<file path="config.mk">
export PLATFORM = sky130hd
export DESIGN_NAME = neuron_feeder
export DESIGN_NICKNAME = d
export VERILOG_FILES = /design/src/rtl/neuron_feeder.sv
export SDC_FILE = /design/constraint.sdc
export NUM_CORES = 1
export LEC_CHECK = 0
export ABC_AREA = 1
export CAP_MARGIN = 20
export CORE_AREA = 2 2 610 612
export DETAILED_ROUTE_END_ITERATION = 8
export DIE_AREA = 0 0 612 614
export GPL_ROUTABILITY_DRIVEN = 0
export SLEW_MARGIN = 20
export SYNTH_ARGS = -nofsm -noshare
export SYNTH_HDL_FRONTEND = slang
export SYNTH_SLANG_ARGS = --single-unit
export TNS_END_PERCENT = 5
</file>
<file path="constraint.sdc">
create_clock -name clk -period 3.47 [get_ports clk]
set_input_delay 0.5205 -clock clk [delete_from_list [all_inputs] [get_ports clk]]
set_output_delay 0.5205 -clock clk [all_outputs]
set_load 0.02 [all_outputs]
</file>
<file path="src/rtl/neuron_feeder.sv">
`default_nettype none
// ============================================================================
// Module      : neuron_feeder
// Description : Initiator for the 9-input Neurone MAC block. Holds a writable
//               weight bank and collects N_IN input samples from a
//               valid/ready stream. It then fires a single start pulse into
//               Neurone, waits (bounded) for its done flag, and returns the
//               captured result on a valid/ready result port.
// Revision    : 1.0 - initial release
// ----------------------------------------------------------------------------
// Parameters
//   N_IN     inputs per neuron (weight/sample indices 0..N_IN-1, N_IN <= 16)
//   IN_W     signed input sample width, also the Neurone result width
//   W_W      signed weight width
//   TIMEOUT  maximum number of cycles spent waiting for Neurone done
// Ports
//   clk         clock, all state on rising edge
//   rst_n       asynchronous active-low reset
//   w_we        weight write strobe
//   w_addr      weight index; indices >= N_IN are ignored
//   w_data      weight value
//   s_valid     input sample valid
//   s_ready     input sample ready (high only while collecting)
//   s_data      input sample
//   n_input     packed samples to Neurone, slice [k*IN_W +: IN_W]
//   n_weight    packed weights to Neurone, slice [k*W_W +: W_W]
//   n_start_    one-cycle start pulse to Neurone (registered)
//   n_out       Neurone result
//   n_end_      Neurone done, active high
//   r_valid     result valid
//   r_ready     result consumer ready
//   r_data      captured result
//   busy        high whenever the controller is not collecting
//   timeout_err sticky Neurone timeout flag, cleared only by reset
// ============================================================================
module neuron_feeder #(
    parameter int N_IN    = 9,
    parameter int IN_W    = 100,
    parameter int W_W     = 33,
    parameter int TIMEOUT = 1024
) (
    input  logic                 clk,
    input  logic                 rst_n,
    // weight bank write port
    input  logic                 w_we,
    input  logic [3:0]           w_addr,
    input  logic [W_W-1:0]       w_data,
    // input sample stream
    input  logic                 s_valid,
    output logic                 s_ready,
    input  logic [IN_W-1:0]      s_data,
    // Neurone interface
    output logic [N_IN*IN_W-1:0] n_input,
    output logic [N_IN*W_W-1:0]  n_weight,
    output logic                 n_start_,
    input  logic [IN_W-1:0]      n_out,
    input  logic                 n_end_,
    // result stream
    output logic                 r_valid,
    input  logic                 r_ready,
    output logic [IN_W-1:0]      r_data,
    // status
    output logic                 busy,
    output logic                 timeout_err
);

    // ------------------------------------------------------------------------
    // Constants
    // ------------------------------------------------------------------------
    localparam logic [1:0] ST_COLLECT = 2'd0;
    localparam logic [1:0] ST_FIRE    = 2'd1;
    localparam logic [1:0] ST_WAIT    = 2'd2;
    localparam logic [1:0] ST_HOLD    = 2'd3;

    // Sample index width; the weight address is a 4-bit port, so the bank
    // index is taken from its low IDX_W bits once the range check passes.
    localparam int IDX_W = (N_IN > 1) ? $clog2(N_IN) : 1;
    // Wait counter must be able to hold TIMEOUT-1.
    localparam int CNT_W = (TIMEOUT > 1) ? $clog2(TIMEOUT) : 1;

    localparam logic [IDX_W-1:0] LAST_IDX = IDX_W'(N_IN - 1);
    localparam logic [CNT_W-1:0] LAST_CNT = CNT_W'(TIMEOUT - 1);

    // ------------------------------------------------------------------------
    // State
    // ------------------------------------------------------------------------
    logic [1:0]       state_q,  state_d;
    logic [IDX_W-1:0] idx_q,    idx_d;
    logic [CNT_W-1:0] cnt_q,    cnt_d;
    logic             start_q,  start_d;
    logic             rvalid_q, rvalid_d;
    logic             terr_q,   terr_d;
    logic [IN_W-1:0]  rdata_q,  rdata_d;

    logic [W_W-1:0]   weight_q [N_IN];
    logic [IN_W-1:0]  sample_q [N_IN];

    logic             s_accept;
    logic             w_write_ok;

    // Back-pressure is total outside COLLECT, so the sample registers (and
    // hence n_input) cannot move between FIRE and the next collection.
    assign s_ready    = (state_q == ST_COLLECT);
    assign s_accept   = s_valid && s_ready;
    assign w_write_ok = w_we && (int'(w_addr) < N_IN);

    // ------------------------------------------------------------------------
    // Next-state logic
    // ------------------------------------------------------------------------
    always_comb begin
        state_d  = state_q;
        idx_d    = idx_q;
        cnt_d    = cnt_q;
        start_d  = 1'b0;
        rvalid_d = rvalid_q;
        terr_d   = terr_q;
        rdata_d  = rdata_q;

        case (state_q)
            ST_COLLECT: begin
                if (s_accept) begin
                    if (idx_q == LAST_IDX) begin
                        idx_d   = '0;
                        start_d = 1'b1;
                        state_d = ST_FIRE;
                    end else begin
                        idx_d = idx_q + IDX_W'(1);
                    end
                end
            end

            ST_FIRE: begin
                // n_start_ is high during this single cycle; any n_end_ seen
                // here belongs to an older operation and is ignored.
                cnt_d   = '0;
                state_d = ST_WAIT;
            end

            ST_WAIT: begin
                // Done takes priority over the timeout in the final cycle.
                if (n_end_) begin
                    rdata_d  = n_out;
                    rvalid_d = 1'b1;
                    state_d  = ST_HOLD;
                end else if (cnt_q == LAST_CNT) begin
                    terr_d  = 1'b1;
                    state_d = ST_COLLECT;
                end else begin
                    cnt_d = cnt_q + CNT_W'(1);
                end
            end

            ST_HOLD: begin
                if (r_ready) begin
                    rvalid_d = 1'b0;
                    state_d  = ST_COLLECT;
                end
            end

            default: begin
                state_d = ST_COLLECT;
            end
        endcase
    end

    // ------------------------------------------------------------------------
    // Control registers
    // ------------------------------------------------------------------------
    always_ff @(posedge clk or negedge rst_n) begin
        if (!rst_n) begin
            state_q  <= ST_COLLECT;
            idx_q    <= '0;
            cnt_q    <= '0;
            start_q  <= 1'b0;
            rvalid_q <= 1'b0;
            terr_q   <= 1'b0;
            rdata_q  <= '0;
        end else begin
            state_q  <= state_d;
            idx_q    <= idx_d;
            cnt_q    <= cnt_d;
            start_q  <= start_d;
            rvalid_q <= rvalid_d;
            terr_q   <= terr_d;
            rdata_q  <= rdata_d;
        end
    end

    // ------------------------------------------------------------------------
    // Weight bank: writable in any state.
    // ------------------------------------------------------------------------
    always_ff @(posedge clk or negedge rst_n) begin
        if (!rst_n) begin
            for (int k = 0; k < N_IN; k++) begin
                weight_q[k] <= '0;
            end
        end else if (w_write_ok) begin
            weight_q[w_addr[IDX_W-1:0]] <= w_data;
        end
    end

    // ------------------------------------------------------------------------
    // Input sample registers
    // ------------------------------------------------------------------------
    always_ff @(posedge clk or negedge rst_n) begin
        if (!rst_n) begin
            for (int k = 0; k < N_IN; k++) begin
                sample_q[k] <= '0;
            end
        end else if (s_accept) begin
            sample_q[idx_q] <= s_data;
        end
    end

    // ------------------------------------------------------------------------
    // Pack bank and samples onto the Neurone buses.
    // ------------------------------------------------------------------------
    generate
        for (genvar k = 0; k < N_IN; k++) begin : g_pack
            assign n_input[k*IN_W +: IN_W] = sample_q[k];
            assign n_weight[k*W_W +: W_W]  = weight_q[k];
        end
    endgenerate

    // ------------------------------------------------------------------------
    // Outputs
    // ------------------------------------------------------------------------
    assign n_start_    = start_q;
    assign r_valid     = rvalid_q;
    assign r_data      = rdata_q;
    assign busy        = (state_q != ST_COLLECT);
    assign timeout_err = terr_q;

endmodule
`default_nettype wire

</file>
Word-level counts from Yosys, hierarchy flattened
Cells that the tools add are included.
W data, S select, Z words.
Operators by class
  bitwise logic cells: 3
  equality and inequality tests: 12
  $add $sub $neg: 2
  reductions and logical operators: 14
  order comparisons: 5
  muxes and demuxes: 22
Operators with widths (number)
  $bwmux W900: 1
  $demux W100 S4: 1
  $bwmux W297: 1
  $demux W33 S4: 1
  $mux W100: 1
  $mux W33: 1
  $mux W10: 2
  $pmux W10 S2: 1
  $add A10 B1 Y10 const B: 1
  $eq A10 B10 Y1 const B: 1
  $ge A5 B5 Y1 const B: 2
  $lt A5 B1 Y1 const B: 2
  $mux W2: 5
  $not A4 Y5: 2
  $reduce_and A3 Y1: 3
  $ne A2 B2 Y1 const B: 4
  $pmux W2 S4: 1
  $reduce_bool A2 Y1: 3
  $mux W1: 5
  $add A4 B1 Y4 const B: 1
  $eq A2 B2 Y1 const B: 2
  $eq A4 B4 Y1 const B: 1
  $logic_and A1 B1 Y1: 4
  $lt A4 B4 Y1 const B: 1
  other kinds (9): 11
Storage, ports and cells
  input bits: 243
  logic and storage cells: 83
  register bits after elaboration: 1316
  output and inout bits: 1302

Logic depth before layout (Yosys ltp)
Gate-level depths: netlist of run 1.
  depth in word-level cells: 6
  mapped depth: 11
  gate-level depth less buffers: 9

Worst setup path after synthesis of run 1
OpenSTA, ideal clock, no wires.
  path kind: reg2reg
  start: register idx_q[0]
  end: register sample_q, in the netlist n_input[885]
  buffers on the path: 2
  data required time: 3.345 ns
  setup time: 0.125 ns
  stages on the path, launching flop included: 12
  path slack: 1.838 ns
  arrival: 1.506 ns
  clock period less this slack: 1.632 ns
  cell sequence: dfrtp_1 -> inv_1 -> ha_1 -> nand2_1 -> nor2_1 -> nand2_1 -> nor2_1 -> inv_2 -> clkbuf_1 -> buf_2 -> nand2_1 -> o21ai_1
Between the ends
  cells in the longest elaborated chain, start to end: 6
  elaborated cells between the ends (all ways): 7
  those cells by class: 2 x order compare; 3 x mux; 1 x bitwise; 1 x reduce/logical
RTL lines
  start: declaration: RTL line 88  | logic [IDX_W-1:0] idx_q, idx_d;
  start signal: assignment: RTL line 180  | idx_q <= idx_d;
  $not A4 Y5 (not written as such) (*): RTL line 211  | sample_q[idx_q] <= s_data;
  $ge A5 B5 Y1 (not written as such) or $lt A5 B1 Y1 (tied branches): RTL line 211
  $logic_and A1 B1 Y1 (not written as such): RTL line 211
  $mux W100 (not written as such): RTL line 211
  $demux W100 S4 (*): RTL line 211
  $bwmux W900 (*): RTL line 211
  end signal: indexed assignment: RTL line 211
  end: declaration: RTL line 96  | logic [IN_W-1:0] sample_q [N_IN];
Mark *: on every way between the ends. The rest lies on a longest branch, timed or not.
A chain may end at the register's enable or synchronous reset.

Worst setup path after layout of run 1
  start: register sample_q, in the netlist n_input[874]
  end: output n_input[874]
RTL lines
  end: declaration: RTL line 53  | output logic [N_IN*IN_W-1:0] n_input,
No word-level cell between the ends.

==> results.md, run 1 <==
Run status:
- The run finished with clean final reports.

Worst setup path:
- The cell class contributing the biggest share of worst-path delay is buffers and inverters.
- The critical path class is reg2out.
- STA classifies the critical path startpoint as a register.
- Traced cell by cell, the critical path runs through clkdlybuf4s50_1.
- The reg-to-reg critical path startpoint is idx_q[0].
- The critical path data required time is 2.95 ns.
- The logic depth of the worst path, buffers included is 1.
- The worst reg-to-reg setup slack is 0.55 ns.
- The kind of capture point of the worst setup path is an output pin.
- The number of buffers and inverters on the critical path is 1.
- The library cell contributing the largest single delay on the critical path is clkdlybuf4s50_1.
- The endpoint identified for the worst register-to-register timing path is n_input[831].
- STA puts the critical path data arrival time at 2.45 ns.
- The peak per-stage delay on the critical path is 1.06 ns.
- The number of cells on the worst reg-to-reg path is 10.
- In this run the worst path has a maximum fanout of 2.

Power and ir drop:
- IR analysis of the VDD net gives a maximum drop of 0.476 mV.
- The power density relative to cell area is 946 nW/um^2.
- The static leakage is 32.0 nW.
- Total power for the finished layout comes to 70.6 mW.

Placed design:
- The placed standard-cell area is 69200 um^2.
- Prior to clock tree synthesis, the placed netlist has a worst setup slack of 0.364 ns.
- The half-perimeter wire length after placement is 215 mm.
- The count of port buffers added during placement is 1544.
- The placed cell count is 10756.

Global route:
- The maximum number of pins on one net before global-route repair is 115.
- The first global-routing pass estimated 355 mm of wire.
- The number of global-route vias before repair was 36690.
- For this run, the total global-route usage over all layers was measured as 14.1%.
- The initial antenna violation count came to 131.
- Summed over all layers, the global routing overflow is 0.

Min path:
- The classification of the worst-slack hold path is in2reg.
- The cell count of the worst hold path is 2.
- The endpoint with the worst hold slack is r_data[2].
- The startpoint of the most critical hold path is n_out[2].

Detailed routing:
- For this run, design rule violations remaining after detail routing come to 0.
- The routed wire length is 278 mm.
- The via total after detailed routing is 39341.
- The violation count after the first detailed-route iteration is 3725.
- The count of nets left with antenna violations after detail routing is 0.
- Dividing the detail-routed wire length by the instance count gives 25.1 um.
- Using the TritonRoute via totals, the vias-per-cell ratio works out to 3.55.
- The number of detailed-routing iterations run before antenna repair is 5.

Synth:
- The share of synthesized flip-flops with an asynchronous set or reset is 100%.
- The dominant register cell in the synthesized netlist is dfrtp_1.
- The number of instances in the synthesized netlist is 4367.
- In this run the biggest area consumer among cell types represents 69.8% of the synthesized area.
- Summed over all instances, the cell type with the most area after synthesis is dfrtp_1.
- The count of yosys warnings during synthesis is 0.
- The number of nets produced by synthesis is 4615.
- The sequential area share after synthesis is 69.8%.
- The number of enable-type register cells in the synthesized netlist is 0.
- The synthesized netlist contains 28 unique library cells.
- The average cell area after synthesis is 10.8 um^2.
- In the post-synthesis netlist, the biggest area contributors are dfrtp_1 70%, o21ai_0 10%, nand2_1 9.8%.
- The count of state elements after synthesis is 1316.
- After synthesis the cells add up to 47200 um^2.

Timing:
- After layout, the minimum clock period comes to 2.97 ns.
- The number of slew-limit violations in the final report is 0.
- The largest clock skew in the final design is 0.0408 ns.
- Adding up every negative setup slack in the final design gives 0 ns.
- Setup slack on the critical path of the routed design comes to 0.498 ns.
- The number of hold violations in the final report came to 0.
- After layout, the worst path uses 85.7% of the clock period.
- Setup repair after global routing left no endpoint under its margin.
- Setup violations remaining at the end of the flow were counted as 0.
- The worst slew margin relative to its limit is 25.4%.
- The final worst hold slack is 0.293 ns.
- Timing would allow up to 336 MHz.
- For the pin with the worst max-slew slack, the measured transition is 1.12 ns.

Floorplanning:
- In this run the core area contains 224 standard-cell rows.
- The die covers 376000 um^2.
- The floorplan step set the die height to 614 um.
- The area of the core is 370000 um^2.
- The die is 612 um wide.
- The initial utilization of the core area, before any placement, comes to 12.7%.
- The boundary pin count is 1545.

CTS:
- The total clock buffers created by CTS is 161.
- The post-CTS setup buffer count is 0.
- The clock drives 1316 sinks.
- The number of H-tree levels is 4.
- The number of buffers on the longest clock path is 4.
- The clock-pin slew reported for the worst setup and hold paths after clock tree synthesis is 0.06 ns.
- The clock tree root driver cell is clkbuf_16.
- The insertion delay of the later-clocked pin in the worst-skew pair is 0.84 ns.
- The clock tree from TritonCTS is built.

Cells and area:
- At the end of the flow, the number of nets in the layout was 6196.
- The post-route netlist has 8.55% of its cells at a drive strength greater than 1.
- Measured on the finished design, the core utilization comes to 20.2%.
- The final instance area is 74600 um^2.
- In the layout the commonest cells are 1543 x clkdlybuf4s50_1, 1316 x dfrtp_1, 1232 x nand2_1, 947 x o21ai_0, 262 x o21ai_1.
- Relative to the synthesized area, the layout overhead comes to 58.3%.
- The non-filler instance count after layout is 11095.
- The most common library cell in the layout ignoring fill and taps is clkdlybuf4s50_1.

Job:
- Max-cap violations in this run came to 0.
layout make-up:
class	instances	area (um^2)
Fill cell	40436	296000
Sequential cell	1316	32900
Timing Repair Buffer	1691	17100
Multi-Input combinational cell	2614	12300
Tap cell	4972	6220
Clock buffer	221	4490
Clock inverter	63	823
Inverter	164	623
Antenna cell	54	135
routing by layer:
metal,vias to the layer above,part of all wire (%),global-route usage (%)
met4,26,4.3,6.16
met3,481,9.3,4.54
met5,-,0.059,0
met2,1840,47,22.9
met1,19402,39,17.0
li1,17592,-,-
repair_timing:
item | in CTS | in global routing
setup endpoints to repair | 0 | 0
hold buffers | 1 | 0
resized for setup | 0 | 0
hold endpoints to repair | 90 | 0
worst max path at each step:
stage,startpoint,to
after floorplan,idx_q[0],n_input[885]
after global placement,w_addr[1],n_weight[49]
after detailed placement,w_addr[1],n_weight[49]
after CTS,n_input[874],n_input[874]
after global routing,idx_q[1],n_input[814]
final,n_input[874],n_input[874]
kinds of logic (layout without fill, tap and decap cells):
family,after synthesis,after routing,share of synthesized area (%)
AO/OA/AOI/OAI,1215,1215,12.9
flip-flops,1316,1316,69.8
buffers and inverters,437,2139,4.23
other,0,54,0
XOR/XNOR,1,1,0.0186
AND/OR/NAND/NOR,1293,1293,10.5
multiplexers,100,100,2.39
adder cells (fa/ha/maj),5,5,0.133
cell usage after synthesis, types with 4 or more instances:
cell type / count
clkbuf_1: 156
nand2_1: 1234
mux2_2: 100
ha_1: 5
buf_6: 33
inv_1: 159
o21ai_0: 947
buf_1: 8
o21ai_1: 262
dfrtp_1: 1316
nand3_1: 20
buf_2: 72
nand4_1: 12
nor2_1: 17
buf_4: 4
inv_2: 5
power breakdown:
group	internal, mW	total (mW)	switching, mW
combinational	12.3	28.9	16.7
sequential	21.0	24.3	3.31
clock	10.1	17.4	7.29
total	43.3	70.6	27.3
flip-flops by register name, indices dropped and copies added, names as in the netlist:
name         cells
cnt_q           10
r_valid          1
state_q          2
timeout_err      1
n_start_         1
n_weight       297
idx_q            4
n_input        900
r_data         100
No activity file was read; power rests on OpenSTA's default activity.
==> run 2: changes to the inputs <==
--- a/config.mk
+++ b/config.mk
@@ -7,9 +7,9 @@
 export LEC_CHECK = 0
 export ABC_AREA = 1
 export CAP_MARGIN = 20
-export CORE_AREA = 2 2 610 612
+export CORE_AREA = 2 2 606 608
 export DETAILED_ROUTE_END_ITERATION = 8
-export DIE_AREA = 0 0 612 614
+export DIE_AREA = 0 0 608 610
 export GPL_ROUTABILITY_DRIVEN = 0
 export SLEW_MARGIN = 20
 export SYNTH_ARGS = -nofsm -noshare
==> run 2 against run 1 <==
  * Non-clock buffer count rose by 10
  * Sequential cell count is the same
  * Critical path depth stayed put
  * Core utilization grew 0.29 points
  * Final cell count shrank 1.5%
  * Clock power about the same
  * Wire length up 0.24%
  * Clock skew is 0.037 ns higher
  * Critical endpoint is now r_data[3]
==> results.md, run 2 (same netlist as run 1, synthesis figures left out) <==
Timing:
- The setup total negative slack came to 0 ns (unchanged).
- The worst slew margin relative to its limit came to 28.5% (was 25.4%).
- The clock period minus worst slack is 2.83 ns (was 2.97 ns).
- The number of slew-limit violations in the final report is 0 (unchanged).
- The share of the clock period used by the worst path after layout is 81.4% (was 85.7%).
- The largest clock skew in the final design is 0.0783 ns (was 0.0408 ns).
- The number of failing setup endpoints in the final timing report is 0 (unchanged).
- RSZ-0062 raised after global routing: no (unchanged).
- The maximum achievable frequency is 354 MHz (was 336 MHz).
- The actual slew at the worst max-slew pin was 1.07 ns (was 1.12 ns).
- The number of hold violations in the final report is 0 (unchanged).

Power and ir drop:
- The static leakage is 32.1 nW (was 32.0 nW).
- The internal power of the cells came to 43.3 mW (about the same).
- The clock network fraction of total power is 24.5% (was 24.7%).
- The power dissipated by switching net loads came to 27.6 mW (was 27.3 mW).
- The worst supply voltage drop on vdd is 0.505 mV (was 0.476 mV).
- The sequential share of power came to 34.0% (was 34.4%).
- The power density relative to cell area came to 951 nW/um^2 (was 946 nW/um^2).
- The combinational power share is 41.4% (was 41.0%).
- The switching portion of total power was 38.9% (was 38.6%).

Detailed routing:
- The routed wire length is 279 mm (was 278 mm).
- The violation count after the first detailed-route iteration was 3677 (was 3725).
- The DRC violations left is 0 (unchanged).
- The number of detailed-routing iterations run before antenna repair is 6 (was 5).
- The per-cell via count in the routed design is 3.60 (was 3.55).
- The detail-routed net length per standard cell is 25.5 um (was 25.1 um).
- The count of nets left with antenna violations after detail routing came to 0 (unchanged).
- The via total after detailed routing came to 39301 (was 39341).

CTS:
- The number of sinks driven by the clock tree is 1316 (unchanged).
- The total clock buffers created by CTS is 160 (was 161).
- The clock-pin slew reported for the worst setup and hold paths after clock tree synthesis is 0.06 ns (about the same).
- The clock tree from TritonCTS is built (unchanged).
- The post-cts resize count is 0 (unchanged).
- The clock tree root driver cell is clkbuf_16 (unchanged).
- The insertion delay of the later-clocked pin in the worst-skew pair is 0.86 ns (was 0.84 ns).
- The number of H-tree levels came to 4 (unchanged).
- The number of buffers on the longest clock path is 4 (unchanged).

Placed design:
- The placed cell count is 10610 (was 10756).
- The half-perimeter wire length after placement is 217 mm (was 215 mm).
- The placed standard-cell area came to 69100 um^2 (was 69200 um^2).
- The count of port buffers added during placement is 1544 (unchanged).

Worst setup path:
- The kind of capture point of the worst setup path is an output pin (unchanged).
- The number of buffers and inverters on the critical path came to 1 (unchanged).
- The peak per-stage delay on the critical path is 1.07 ns (was 1.06 ns).
- The library cell contributing the largest single delay on the critical path is clkdlybuf4s50_1 (unchanged).
- Worst-path cell chain: clkdlybuf4s50_1 (unchanged).
- The worst-path maximum fanout is 2 (unchanged).
- The critical path data required time is 2.95 ns (about the same).
- The cell class contributing the biggest share of worst-path delay was buffers and inverters (unchanged).
- The kind of start point of the critical path is a register (unchanged).
- The worst path arrival time is 2.31 ns (was 2.45 ns).
- The critical path class is reg2out (unchanged).

Cells and area:
- The non-filler instance count after layout is 10931 (was 11095).
- The final instance area came to 74500 um^2 (was 74600 um^2).
- The layout cell share with drive strength beyond 1 is 8.93% (was 8.55%).
- The layout overhead on the synthesized area came to 58.1% (was 58.3%).
- The number of nets at the end of the flow is 6205 (was 6196).
- The flip-flop count of the largest register, all copies and words added is 900 (unchanged).
- The most common library cell in the layout ignoring fill and taps is clkdlybuf4s50_1 (unchanged).
- Most used cells in the layout excluding fill and tap cells: 1542 x clkdlybuf4s50_1, 1316 x dfrtp_1, 1232 x nand2_1, 947 x o21ai_0, 262 x o21ai_1 (was 1543 x clkdlybuf4s50_1, 1316 x dfrtp_1, 1232 x nand2_1, 947 x o21ai_0, 262 x o21ai_1).

Floorplanning:
- The full die area is 371000 um^2 (was 376000 um^2).
- The area of the core is 364000 um^2 (was 370000 um^2).
- The chip width is 608 um (was 612 um).
- The starting density of the core is 12.9% (was 12.7%).
- The boundary pin count is 1545 (unchanged).
- The die height is 610 um (was 614 um).
- The total number of placement rows was 222 (was 224).

Global route:
- The maximum number of pins on one net before global-route repair is 113 (was 115).
- The global-route wire length before repair came to 361 mm (was 355 mm).
- The number of global-route vias before repair is 37567 (was 36690).
- The initial antenna violation count is 137 (was 131).
- The total routing resource utilization after global routing is 14.5% (was 14.1%).
- The residual overflow from global routing is 0 (unchanged).

Run status:
- Outcome: completed (unchanged).

Min path:
- The classification of the worst-slack hold path was in2reg (unchanged).

Job:
- The number of violations of the max-capacitance limit is 0 (unchanged).
-- run 2: per-layer routing --
metal | track usage [%] | routed length, um
met5 | 0 | 217
met4 | 6.23 | 12700
met3 | 5.02 | 26500
met2 | 23.6 | 130000
met1 | 17.2 | 109000
-- run 2: timing repair --
item	CTS	global route
setup buffers	0	0
hold buffers	1	0
endpoints found under the hold margin	68	0
-- run 2: final cells by class --
type                            instances  area (um^2)
Multi-Input combinational cell       2614        12300
Tap cell                             4816         6030
Antenna cell                           33         82.6
Inverter                              164          623
Fill cell                           39805       290000
Timing Repair Buffer                 1701        17200
Clock inverter                         58          674
Sequential cell                      1316        32900
Clock buffer                          229         4710
-- run 2: path summary, 6_finish.rpt --
check / start / to / slack, ns / depth (start not counted)
setup / recovery: r_data[3] / r_data[3] / 0.64 / 1
hold / removal: n_out[52] / r_data[52] / 0.28 / 2
setup reg to reg: idx_q[0] / n_input[885] / 0.87 / 10
hold reg to reg: n_weight[243] / n_weight[243] / 0.48 / 2
max in group asynchronous: rst_n / n_input[586] / 1.90 / 3
min in group asynchronous: rst_n / n_weight[295] / 0.29 / 2
-- run 2: stage by stage --
step / worst slack (ns) / util, % / power (mW) / hold WS, ns
2_1_floorplan: 1.84 / - / 36.1 / 0.225
3_3_place_gp: 0.698 / 18.9 / 53.7 / 0.465
3_5_place_dp: 0.667 / 18.9 / 54.0 / 0.472
4_1_cts: 0.546 / 20.4 / 71.9 / 0.142
5_1_grt: 0.523 / 20.4 / 74.4 / 0.202
6_report: 0.644 / 20.5 / 70.9 / 0.276
-- run 2: power groups by stage --
stage                     Sequential (mW)  Combinational (mW)  Clock [mW]
after floorplan                      30.8                5.29           0
after global routing                 24.8                31.2        18.5
after global placement               24.1                29.6           0
after detailed placement             24.2                29.8           0
final                                24.1                29.4        17.4
after CTS                            24.1                29.9        18.0
